[src/rtl/spi_fifo_pkg.sv]
// Shared constants and helpers for the SPI TX/RX buffering FIFOs.
package spi_fifo_pkg;

   localparam int TX_WIDTH    = 32;
   localparam int TX_DEPTH    = 16;
   localparam int TX_AF_LEVEL = 12;
   localparam int TX_AE_LEVEL = 2;

   localparam int RX_WIDTH    = 32;
   localparam int RX_DEPTH    = 16;
   localparam int RX_AF_LEVEL = 12;
   localparam int RX_AE_LEVEL = 2;

   // Ceiling log2, used to size pointers at elaboration time.
   function automatic int clog2(input int value);
      int r;
      r = 0;
      while ((1 << r) < value) r++;
      return r;
   endfunction

endpackage

[src/rtl/spi_param_fifo_if.sv]
// Bus-side handshake and status bundle of the SPI parametrised FIFO.
interface spi_param_fifo_if
   import spi_fifo_pkg::*;
   #(parameter int WIDTH = TX_WIDTH,
     parameter int DEPTH = TX_DEPTH)
   ();

   localparam int AW = clog2(DEPTH);

   logic             Write;
   logic             Read;
   logic             Flush;
   logic             ClearOV;
   logic             ClearUF;
   logic [WIDTH-1:0] DataIn;
   logic [WIDTH-1:0] DataOut;
   logic             Full;
   logic             Empty;
   logic             AlmostFull;
   logic             AlmostEmpty;
   logic             OV;
   logic             UF;
   logic [AW:0]      Count;
   logic [AW-1:0]    ReadPtr;
   logic [AW-1:0]    WritePtr;

   modport master (
      output Write, Read, Flush, ClearOV, ClearUF, DataIn,
      input  DataOut, Full, Empty, AlmostFull, AlmostEmpty, OV, UF,
             Count, ReadPtr, WritePtr
   );

   modport slave (
      input  Write, Read, Flush, ClearOV, ClearUF, DataIn,
      output DataOut, Full, Empty, AlmostFull, AlmostEmpty, OV, UF,
             Count, ReadPtr, WritePtr
   );

endinterface

[src/rtl/spi_fifo_mem.sv]
// FIFO storage: one write port and one registered read port, both on the falling edge.
module spi_fifo_mem
   import spi_fifo_pkg::*;
   #(parameter int WIDTH = TX_WIDTH,
     parameter int DEPTH = TX_DEPTH,
     localparam int AW  = clog2(DEPTH))
   (input  logic             Clock,
    input  logic             Reset,
    input  logic             wr_en,
    input  logic [AW-1:0]    wr_addr,
    input  logic [WIDTH-1:0] wr_data,
    input  logic             rd_en,
    input  logic [AW-1:0]    rd_addr,
    output logic [WIDTH-1:0] rd_data);

   logic [WIDTH-1:0] mem [DEPTH];

   // NOTE: the array carries no reset so it can map onto RAM; only the read register is reset.
   always_ff @(negedge Clock) begin
      if (wr_en) mem[wr_addr] <= wr_data;
   end

   always_ff @(negedge Clock or negedge Reset) begin
      if (!Reset)     rd_data <= '0;
      else if (rd_en) rd_data <= mem[rd_addr];
   end

endmodule

[src/rtl/spi_param_fifo.sv]
// Synchronous FIFO with same-edge read/write, thresholds, sticky OV/UF and flush.
module spi_param_fifo
   import spi_fifo_pkg::*;
   #(parameter int WIDTH    = TX_WIDTH,
     parameter int DEPTH    = TX_DEPTH,
     parameter int AF_LEVEL = TX_AF_LEVEL,
     parameter int AE_LEVEL = TX_AE_LEVEL)
   (input logic            Clock,
    input logic            Reset,
    spi_param_fifo_if.slave bus);

   localparam int AW = clog2(DEPTH);

   if (DEPTH < 2 || (DEPTH & (DEPTH - 1)) != 0) begin : g_bad_depth
      $error("spi_param_fifo: DEPTH must be a power of two and at least 2");
   end
   if (AF_LEVEL < 1 || AF_LEVEL > DEPTH) begin : g_bad_af
      $error("spi_param_fifo: AF_LEVEL out of range");
   end
   if (AE_LEVEL < 0 || AE_LEVEL >= DEPTH) begin : g_bad_ae
      $error("spi_param_fifo: AE_LEVEL out of range");
   end

   logic [AW-1:0] rd_ptr, wr_ptr;
   logic [AW:0]   count;
   logic          ov, uf;
   logic          full, empty;
   logic          rd_ok, wr_ok, rd_en, wr_en;
   logic          set_ov, set_uf;

   assign full  = (count == (AW+1)'(DEPTH));
   assign empty = (count == '0);

   // Acceptance uses pre-edge occupancy; a read frees a slot for a same-edge write.
   assign rd_ok  = bus.Read & ~empty;
   assign wr_ok  = bus.Write & (~full | rd_ok);
   assign rd_en  = rd_ok & ~bus.Flush;
   assign wr_en  = wr_ok & ~bus.Flush;
   assign set_ov = bus.Write & ~wr_ok & ~bus.Flush;
   assign set_uf = bus.Read & ~rd_ok & ~bus.Flush;

   // NOTE: sequential state uses non-blocking assignments so every register samples pre-edge values.
   always_ff @(negedge Clock or negedge Reset) begin
      if (!Reset) begin
         rd_ptr <= '0;
         wr_ptr <= '0;
         count  <= '0;
      end else if (bus.Flush) begin
         rd_ptr <= '0;
         wr_ptr <= '0;
         count  <= '0;
      end else begin
         if (rd_en) rd_ptr <= rd_ptr + AW'(1);
         if (wr_en) wr_ptr <= wr_ptr + AW'(1);
         case ({wr_en, rd_en})
            2'b10:   count <= count + (AW+1)'(1);
            2'b01:   count <= count - (AW+1)'(1);
            default: count <= count;
         endcase
      end
   end

   // A set event on the same edge outranks its clear.
   always_ff @(negedge Clock or negedge Reset) begin
      if (!Reset) begin
         ov <= 1'b0;
         uf <= 1'b0;
      end else begin
         if (set_ov)           ov <= 1'b1;
         else if (bus.ClearOV) ov <= 1'b0;
         if (set_uf)           uf <= 1'b1;
         else if (bus.ClearUF) uf <= 1'b0;
      end
   end

   spi_fifo_mem #(.WIDTH(WIDTH), .DEPTH(DEPTH)) u_mem (
      .Clock   (Clock),
      .Reset   (Reset),
      .wr_en   (wr_en),
      .wr_addr (wr_ptr),
      .wr_data (bus.DataIn),
      .rd_en   (rd_en),
      .rd_addr (rd_ptr),
      .rd_data (bus.DataOut)
   );

   assign bus.Full        = full;
   assign bus.Empty       = empty;
   assign bus.AlmostFull  = (count >= (AW+1)'(AF_LEVEL));
   assign bus.AlmostEmpty = (count <= (AW+1)'(AE_LEVEL));
   assign bus.OV          = ov;
   assign bus.UF          = uf;
   assign bus.Count       = count;
   assign bus.ReadPtr     = rd_ptr;
   assign bus.WritePtr    = wr_ptr;

endmodule
[src/flat_wrapper.sv]
// flat-port wrapper written by rule: the top's interface ports become plain ports
module spi_param_fifo_flat import spi_fifo_pkg::*;
#(parameter int WIDTH    = TX_WIDTH,
     parameter int DEPTH    = TX_DEPTH,
     parameter int AF_LEVEL = TX_AF_LEVEL,
     parameter int AE_LEVEL = TX_AE_LEVEL)
  (Clock, Reset, bus_Write, bus_Read, bus_Flush, bus_ClearOV, bus_ClearUF, bus_DataIn, bus_DataOut, bus_Full, bus_Empty, bus_AlmostFull, bus_AlmostEmpty, bus_OV, bus_UF, bus_Count, bus_ReadPtr, bus_WritePtr);
  spi_param_fifo_if #(.WIDTH(WIDTH), .DEPTH(DEPTH)) bus_i ();
  input logic Clock;
  input logic Reset;
  input wire logic [$bits(bus_i.Write)-1:0] bus_Write;
  input wire logic [$bits(bus_i.Read)-1:0] bus_Read;
  input wire logic [$bits(bus_i.Flush)-1:0] bus_Flush;
  input wire logic [$bits(bus_i.ClearOV)-1:0] bus_ClearOV;
  input wire logic [$bits(bus_i.ClearUF)-1:0] bus_ClearUF;
  input wire logic [$bits(bus_i.DataIn)-1:0] bus_DataIn;
  output wire logic [$bits(bus_i.DataOut)-1:0] bus_DataOut;
  output wire logic [$bits(bus_i.Full)-1:0] bus_Full;
  output wire logic [$bits(bus_i.Empty)-1:0] bus_Empty;
  output wire logic [$bits(bus_i.AlmostFull)-1:0] bus_AlmostFull;
  output wire logic [$bits(bus_i.AlmostEmpty)-1:0] bus_AlmostEmpty;
  output wire logic [$bits(bus_i.OV)-1:0] bus_OV;
  output wire logic [$bits(bus_i.UF)-1:0] bus_UF;
  output wire logic [$bits(bus_i.Count)-1:0] bus_Count;
  output wire logic [$bits(bus_i.ReadPtr)-1:0] bus_ReadPtr;
  output wire logic [$bits(bus_i.WritePtr)-1:0] bus_WritePtr;
  assign bus_i.Write = bus_Write;
  assign bus_i.Read = bus_Read;
  assign bus_i.Flush = bus_Flush;
  assign bus_i.ClearOV = bus_ClearOV;
  assign bus_i.ClearUF = bus_ClearUF;
  assign bus_i.DataIn = bus_DataIn;
  assign bus_DataOut = bus_i.DataOut;
  assign bus_Full = bus_i.Full;
  assign bus_Empty = bus_i.Empty;
  assign bus_AlmostFull = bus_i.AlmostFull;
  assign bus_AlmostEmpty = bus_i.AlmostEmpty;
  assign bus_OV = bus_i.OV;
  assign bus_UF = bus_i.UF;
  assign bus_Count = bus_i.Count;
  assign bus_ReadPtr = bus_i.ReadPtr;
  assign bus_WritePtr = bus_i.WritePtr;
  spi_param_fifo #(.WIDTH(WIDTH), .DEPTH(DEPTH), .AF_LEVEL(AF_LEVEL), .AE_LEVEL(AE_LEVEL)) u_core (.Clock(Clock), .Reset(Reset), .bus(bus_i));
endmodule
[config.mk]
export PLATFORM = sky130hd
export DESIGN_NAME = spi_param_fifo_flat
export DESIGN_NICKNAME = d
export VERILOG_FILES = /design/src/rtl/spi_fifo_pkg.sv /design/src/rtl/spi_param_fifo_if.sv /design/src/rtl/spi_fifo_mem.sv /design/src/rtl/spi_param_fifo.sv /design/src/flat_wrapper.sv
export SDC_FILE = /design/constraint.sdc
export NUM_CORES = 1
export LEC_CHECK = 0
export CORE_MARGIN = 2
export CORE_UTILIZATION = 65
export DETAILED_ROUTE_END_ITERATION = 12
export PLACE_DENSITY_LB_ADDON = 0.25
export SLEW_MARGIN = 10
export SYNTH_ARGS = -nofsm -noshare
export SYNTH_HDL_FRONTEND = slang
export SYNTH_SLANG_ARGS = --single-unit
[constraint.sdc]
create_clock -name Clock -period 5.9 [get_ports Clock]
set_input_delay 1.18 -clock Clock [delete_from_list [all_inputs] [get_ports Clock]]
set_output_delay 1.18 -clock Clock [all_outputs]
set_load 0.01 [all_outputs]
==> results of run 1 <==
-- sequential cells by signal, summed over array words and instances (netlist names) --
name,cells
u_core.bus.ReadPtr,4
u_core.bus.WritePtr,4
u_core.u_mem.rd_data,32
u_core.bus.UF,1
u_core.u_mem.mem,512
u_core.bus.Count,5
u_core.bus.OV,1
-- stage by stage --
stage	utilization	area, µm²
after global routing	0.8471	27490
after floorplan	-	21590
after CTS	0.8462	27460
final	0.8472	27500
after detailed placement	0.7310	23720
after global placement	0.7310	23720
-- what timing repair did --
action,4_1_cts,5_1_grt
cloned,0,0
setup endpoints to repair,4,5
resized for setup,14,10
pin swaps,2,4
buffers inserted,5,4
-- where the power goes --
part	switching [mW]	total (mW)	leakage (nW)	internal, mW
clock network	2.69	5.11	3.60	2.42
registers	0.111	4.63	5.17	4.52
logic	0.959	1.92	2.13	0.964
total	3.76	11.7	10.9	7.90
-- tightest hold or removal path, delay by kind of cell, from the launching register on --
kind            cells  cell delay [ps]
compound gates      1              110
flops               1              410
buf+inv             1               40
-- cell type report --
type / instances / share of cell area
multi-input cells: 363 / 0.1746
diodes: 1 / 0.00009101
clock buffers: 64 / 0.05283
flip-flops and latches: 559 / 0.6020
clock inverters: 551 / 0.08164
repair buffers: 176 / 0.06730
well taps: 442 / 0.02011
inverters: 11 / 0.001502
-- kinds of logic after synthesis --
kind of cell | Yosys count | share of synthesized area
AO/OA/AOI/OAI | 56 | 0.02046
flip-flops | 559 | 0.7734
AND/OR/NAND/NOR | 95 | 0.02023
XOR/XNOR | 9 | 0.003684
buffers and inverters | 64 | 0.01280
adder cells (fa/ha/maj) | 7 | 0.004092
multiplexers | 196 | 0.1653
-- worst min path at each step --
stage	to	cells past startpoint	from	slack, ps
2_1_floorplan	u_core.bus.OV$_DFFE_NN0P_	2	u_core.bus.OV$_DFFE_NN0P_	520
3_3_place_gp	u_core.bus.OV$_DFFE_NN0P_	2	u_core.bus.OV$_DFFE_NN0P_	480
3_5_place_dp	u_core.bus.OV$_DFFE_NN0P_	2	u_core.bus.OV$_DFFE_NN0P_	490
4_1_cts	u_core.bus.OV$_DFFE_NN0P_	2	u_core.bus.OV$_DFFE_NN0P_	490
5_1_grt	u_core.bus.UF$_DFFE_NN0P_	2	u_core.bus.UF$_DFFE_NN0P_	520
6_report	u_core.bus.OV$_DFFE_NN0P_	2	u_core.bus.OV$_DFFE_NN0P_	490
-- Yosys cell counts (all sizes together), types with 3 or more instances --
cell type / count
nand2: 10
nor3: 4
xnor2: 3
a21oi: 8
xor2: 6
ha: 7
buf: 28
nor2b: 5
dfrtn: 47
clkbuf: 24
or3: 4
o22ai: 3
inv: 12
mux2i: 70
nand3: 6
o21ai: 7
edfxtp: 512
mux4: 126
nand2b: 4
a221oi: 31
nor2: 56
-- routing by layer --
| metal | vias to the layer above | wire length (µm) | track usage |
|---|---|---|---|
| met2 | 1144 | 29000 | 0.5613 |
| met1 | 6628 | 20160 | 0.4607 |
| met4 | 0 | 1914 | 0.1673 |
| met5 | - | 0 | 0 |
| li1 | 5487 | - | - |
| met3 | 172 | 6434 | 0.08374 |
==> impl_metrics.toml, run 1 <==
[outcome]
outcome = "complete, but fails checks"
violations = "negative setup slack"

[synthesis]
synth_top_cells_by_area = "edfxtp_1 (72%), mux4_2 (13%), dfrtn_1 (5.5%), mux2i_1 (3.3%), a221oi_1 (1.3%)"
ys.flop_type = "edfxtp_1"
synth.ff_latch_count = 559
post_synth_instance_area_um2 = 21400
synth-edff-count = 512
share_of_the_yosys_chip_area_belonging_to_registers = 0.7734
synth_warn = 0
synth_top_cell_area_share = 0.7184
synth.net_count = 1032
netlist-cell-type-count = 37
synth_area_leader_cell = "edfxtp_1"
synth-async-reset-ratio = 0.08408
synthesis.area_per_instance_um2 = 21.70
synthCells = 986

[finish]
layout.cells.most_common_list = "inv_1 (527), edfxtp_1 (512), mux4_2 (126), clkdlybuf4s50_1 (82), mux2i_1 (70)"
post_layout_nonfiller_instances = 2167
ff_latch_area_um2 = 16550
filler_cell_count = 1279
multi_input_logic_area_um2 = 4800
drive_above_1_share = 0.1932
layout_commonest_cell = "inv_1"
finalNetCount = 1724
area_delta_synth_final_pct = 28.48

[global_route]
grt_antenna_before_repair = 0
globalRouteTotalUtil = 0.3497
globalRouteOverflowTotal = 0
grt_pass1_wl_um = 85770
number_of_global_route_vias_before_repair = 14560
grt_max_degree = 119

[worst_setup_path]
cp.required_ps = 4720
cp_top_family = "simple AND/OR/NAND/NOR gates"
timing.critical_path.slowest_cell_delay_ps = 490
cp_data_arrival_time_ps = 4730
rrSetupSlack_ps = 2620
critical_path.startpoint_type = "flop"
timing.setup.critical_path_class = "flop to output pin"
timing.critical_path.to = "bus_Full"
crit_path_start = "u_core.bus.Count[3]$_DFFE_NN0P_"
critical_path.cell_chain = "buf_6 -> or4_4 -> nor2_1 -> buf_2"
buffer_and_inverter_count_on_the_worst_path = 2
peak_fanout_along_the_critical_path = 5
depth_of_the_worst_register_to_register_path = 5
crit-reg2reg-launch = "u_core.bus.ReadPtr[1]$_DFFE_NN0P_"
number_of_logic_stages_on_the_critical_path_including_buffering = 4
timing.rr.end = "u_core.u_mem.rd_data[26]$_DFFE_NN0P_"
crit_slowest_cell = "or4_4"
timing.critical_path.to_type = "output pin"

[floorplan]
die-width_um = 185.5
rows = 66
floorplan.die_area_um2 = 34390
io_pins = 90
starting_density_of_the_core = 0.6594
chipHeight_um = 185.5
core-area_um2 = 32450

[timing]
timing.final.max_slew_violations = 0
grt_setup_unrepaired = "true"
timing.final.ws_setup_ps = -12.52
skew_ps = 116.2
hold_viol = 0
fin_worst_hold_slack_ps = 490.7
worst_slew_pin_slew_ps = 1113
tns_ps = -12.52
timing.max_slew.rel_slack = 0.2580
report.final.setup_viol = 1

[run]
max_cap_viol_count = 0

[routing]
totalWireLength_um = 57510
dr.pass1.iters = 6
wl_per_cell_um = 26.54
vias = 13430
ant_nets = 0
viasPerCell = 6.198
iteration_0_drc_markers = 1856
route.detailed.drc = 0

[clock_network]
cts_inserted_buffers = 55
clkLatencyLatePin_ps = 690
cts_tree = "built"
htree_depth = 2
clk_path_buf_depth = 3
clkTransAtPathRegs_ps = 50
cts_root_buf = "clkbuf_16"
cts.sinks = 559
cts_hold_buf = 0

[placed_design]
dpl_worst_slack_ps = -406.5
placed_cells_incl_taps = 1543
place_congestion = 0.7847
io_port_bufs = 89
dp.final_hpwl_um = 26350

[pwr]
vdd.ir_drop.worst_uv = 320.2
cellLeakagePower_nw = 10.90
power.density_cell_area_nw_per_um2 = 424.2
total_power_mw = 11.66

[worst_hold_path]
min_delay_path_class = "flop to flop"
Note: power is estimated with default switching activity, not from simulation.
==> run 2, diff against run 1 <==
--- a/config.mk
+++ b/config.mk
@@ -5,6 +5,7 @@
 export SDC_FILE = /design/constraint.sdc
 export NUM_CORES = 1
 export LEC_CHECK = 0
+export ABC_AREA = 1
 export CORE_MARGIN = 2
 export CORE_UTILIZATION = 65
 export DETAILED_ROUTE_END_ITERATION = 12
==> run 2 against run 1 <==
Utilization fell by 1.2 points. Critical endpoint is now bus_Count[0]. Cell area rose by 1.8%. Die area rose by 3.1%. Via count rose by 27%. Final cell count rose by 27%. Hold slack got worse by 58 ps. Highest routed layer unchanged. Critical path depth fell by 2. Critical path type unchanged. Clock skew fell by 13 ps. Sequential cell count did not move. Synthesized cell count rose by 65%. The flow now finishes without violations. Wire length rose by 9.1%. Count of clock-buffer cells in the layout rose by 8.
==> impl_metrics.toml, run 2 <==
[finish]
max_flop_register = "u_core.u_mem.mem"
largest_register_ff_count = 512
finalNetCount = 2309
post_layout_nonfiller_instances = 2759
layout_commonest_cell = "inv_1"
area_delta_synth_final_pct = 26.79
final_core_util = 0.8349
filler_cell_count = 1503
layout.cells.most_common_list = "inv_1 (539), edfxtp_1 (512), nand2_1 (263), nor2_1 (133), a21oi_1 (131)"
antenna_cells = 0
finish.instance_area_um2 = 27990
drive_above_1_share = 0.09909

[synthesis]
share_of_the_yosys_chip_area_belonging_to_registers = 0.7496
synth-edff-count = 512
yosys-top-cells-count = "edfxtp_1 (512), nand2_1 (265), nor2_1 (149), a21oi_1 (131), o21ai_1 (114)"
synth-async-reset-ratio = 0.08408
synthesis.area_per_instance_um2 = 13.58
synth.net_count = 1672
synth_top_cells_by_area = "edfxtp_1 (70%), dfrtn_1 (5.3%), nand2_1 (4.5%), a21oi_1 (3.0%), mux2i_1 (2.9%)"
synth_warn = 0
post_synth_instance_area_um2 = 22080
netlist-cell-type-count = 30
ys.flop_type = "edfxtp_1"
synth_top_cell_area_share = 0.6963
synth_area_leader_cell = "edfxtp_1"
synthCells = 1626
synth.ff_latch_count = 559
synth.most_common_cell = "edfxtp_1"

[pwr]
power.density_cell_area_nw_per_um2 = 455.8
total_power_mw = 12.76
vdd.ir_drop.worst_uv = 872.6
cellLeakagePower_nw = 11.86

[timing]
grt_setup_unrepaired = "false"
fin_worst_hold_slack_ps = 432.4
hold_viol = 0
timing.final.ws_setup_ps = 35.88
worst_slew_pin_slew_ps = 1017
skew_ps = 102.9
tns_ps = 0
report.final.setup_viol = 0
timing.final.max_slew_violations = 0
timing.max_slew.rel_slack = 0.3220

[global_route]
grt_pass1_wl_um = 94390
number_of_global_route_vias_before_repair = 17910
grt_max_degree = 119
globalRouteOverflowTotal = 0
globalRouteTotalUtil = 0.3531
grt_antenna_before_repair = 0

[routing]
totalWireLength_um = 62760
route.detailed.drc = 0
vias = 17010
iteration_0_drc_markers = 2490
ant_nets = 0
viasPerCell = 6.166
wl_per_cell_um = 22.75
dr.pass1.iters = 6

[worst_setup_path]
rrSetupSlack_ps = 2500
timing.setup.critical_path_class = "flop to output pin"
buffer_and_inverter_count_on_the_worst_path = 2
cp_top_family = "buffers and inverters"
timing.critical_path.slowest_cell_delay_ps = 520
cp_data_arrival_time_ps = 4680
critical_path.cell_chain = "buf_4 -> clkdlybuf4s50_1"
timing.critical_path.to_type = "output pin"
peak_fanout_along_the_critical_path = 4
crit_slowest_cell = "clkdlybuf4s50_1"
cp.required_ps = 4720
critical_path.startpoint_type = "flop"

[placed_design]
placed_cell_area_um2 = 23960
place_congestion = 0.8756
dp.final_hpwl_um = 28410
dpl_worst_slack_ps = -162.9
io_port_bufs = 89
placed_cells_incl_taps = 2130

[floorplan]
floorplan.die_area_um2 = 35460
core-area_um2 = 33530
starting_density_of_the_core = 0.6585
rows = 67
chipHeight_um = 188.3
die-width_um = 188.3
io_pins = 90

[worst_hold_path]
min_delay_path_class = "flop to flop"

[clock_network]
cts_hold_buf = 0
clkTransAtPathRegs_ps = 50
cts_tree = "built"
cts.sinks = 559
cts_inserted_buffers = 56
cts_root_buf = "clkbuf_16"
clkLatencyLatePin_ps = 670
htree_depth = 2
clk_path_buf_depth = 3

[run]
max_cap_viol_count = 0

[outcome]
outcome = "finished clean"
## run 2: cell count changes after synthesis, sizes merged, moves of 6 or more
cell and change:
a221oi -31, o22ai +62, mux2i -6, inv +17, mux4 -126, o21ai +198, buf +34, o31ai +32
clkbuf +11, nand2 +255, nor2 +96, a21oi +124
## run 2: final timing paths
check	start	depth (start not counted)	endpoint
max in group asynchronous	Reset	2	u_core.u_mem.rd_data[21]$_DFFE_NN0P_
max	u_core.bus.Count[0]$_DFFE_NN0P_	2	bus_Count[0]
min reg2reg	u_core.u_mem.rd_data[1]$_DFFE_NN0P_	2	u_core.u_mem.rd_data[1]$_DFFE_NN0P_
min	u_core.u_mem.rd_data[1]$_DFFE_NN0P_	2	u_core.u_mem.rd_data[1]$_DFFE_NN0P_
min in group asynchronous	Reset	1	u_core.u_mem.rd_data[2]$_DFFE_NN0P_
max reg2reg	u_core.bus.ReadPtr[0]$_DFFE_NN0P_	6	u_core.u_mem.rd_data[31]$_DFFE_NN0P_
## run 2: cells by family (layout without fill, tap and decap cells)
kind of cell,count (synthesis),in the layout,synth area share
AOI/OAI and AO/OA,435,435,0.1131
and+or+nand+nor,433,433,0.07554
xor gates and xnor gates,2,2,0.0007935
muxes,64,64,0.02901
DFF,559,559,0.7496
buffers and inverters,126,811,0.02805
adders and majority gates,7,7,0.003966
## run 2: cell type report
type | instances | area (µm²) | area share
Multi-Input combinational cell | 941 | 5057 | 0.1807
Sequential cell | 559 | 16550 | 0.5912
Tap cell | 448 | 560.5 | 0.02002
Clock inverter | 546 | 2287 | 0.08170
Timing Repair Buffer | 165 | 1777 | 0.06347
Inverter | 28 | 110.1 | 0.003933
Clock buffer | 72 | 1652 | 0.05900
## run 2: worst reg2reg max path, cell delays in order, from the launching register on
cell	delay, ps
dfrtn_1	500
buf_4	790
buf_4	910
o21ai_0	380
o22ai_1	340
a21oi_1	170
o31ai_2	310
## run 2: per-layer routing
layer | track usage | vias to the layer above | wire length, µm
met2 | 0.5832 | 1416 | 31420
met3 | 0.09722 | 248 | 7354
met5 | 0 | - | 0
met1 | 0.4268 | 8090 | 21490
met4 | 0.1914 | 0 | 2498
li1 | - | 7258 | -
## run 2: timing repair
item / CTS / global route
endpoints found under the setup margin: 4 / 1
pin swaps: 1 / 0
resized for setup: 7 / 0
buffers inserted: 11 / 1
## run 2: report_power, final
group	switching (mW)	leakage [nW]	internal [mW]
Combinational	1.69	2.91	0.969
Sequential	0.120	5.21	4.53
Clock	2.69	3.73	2.76
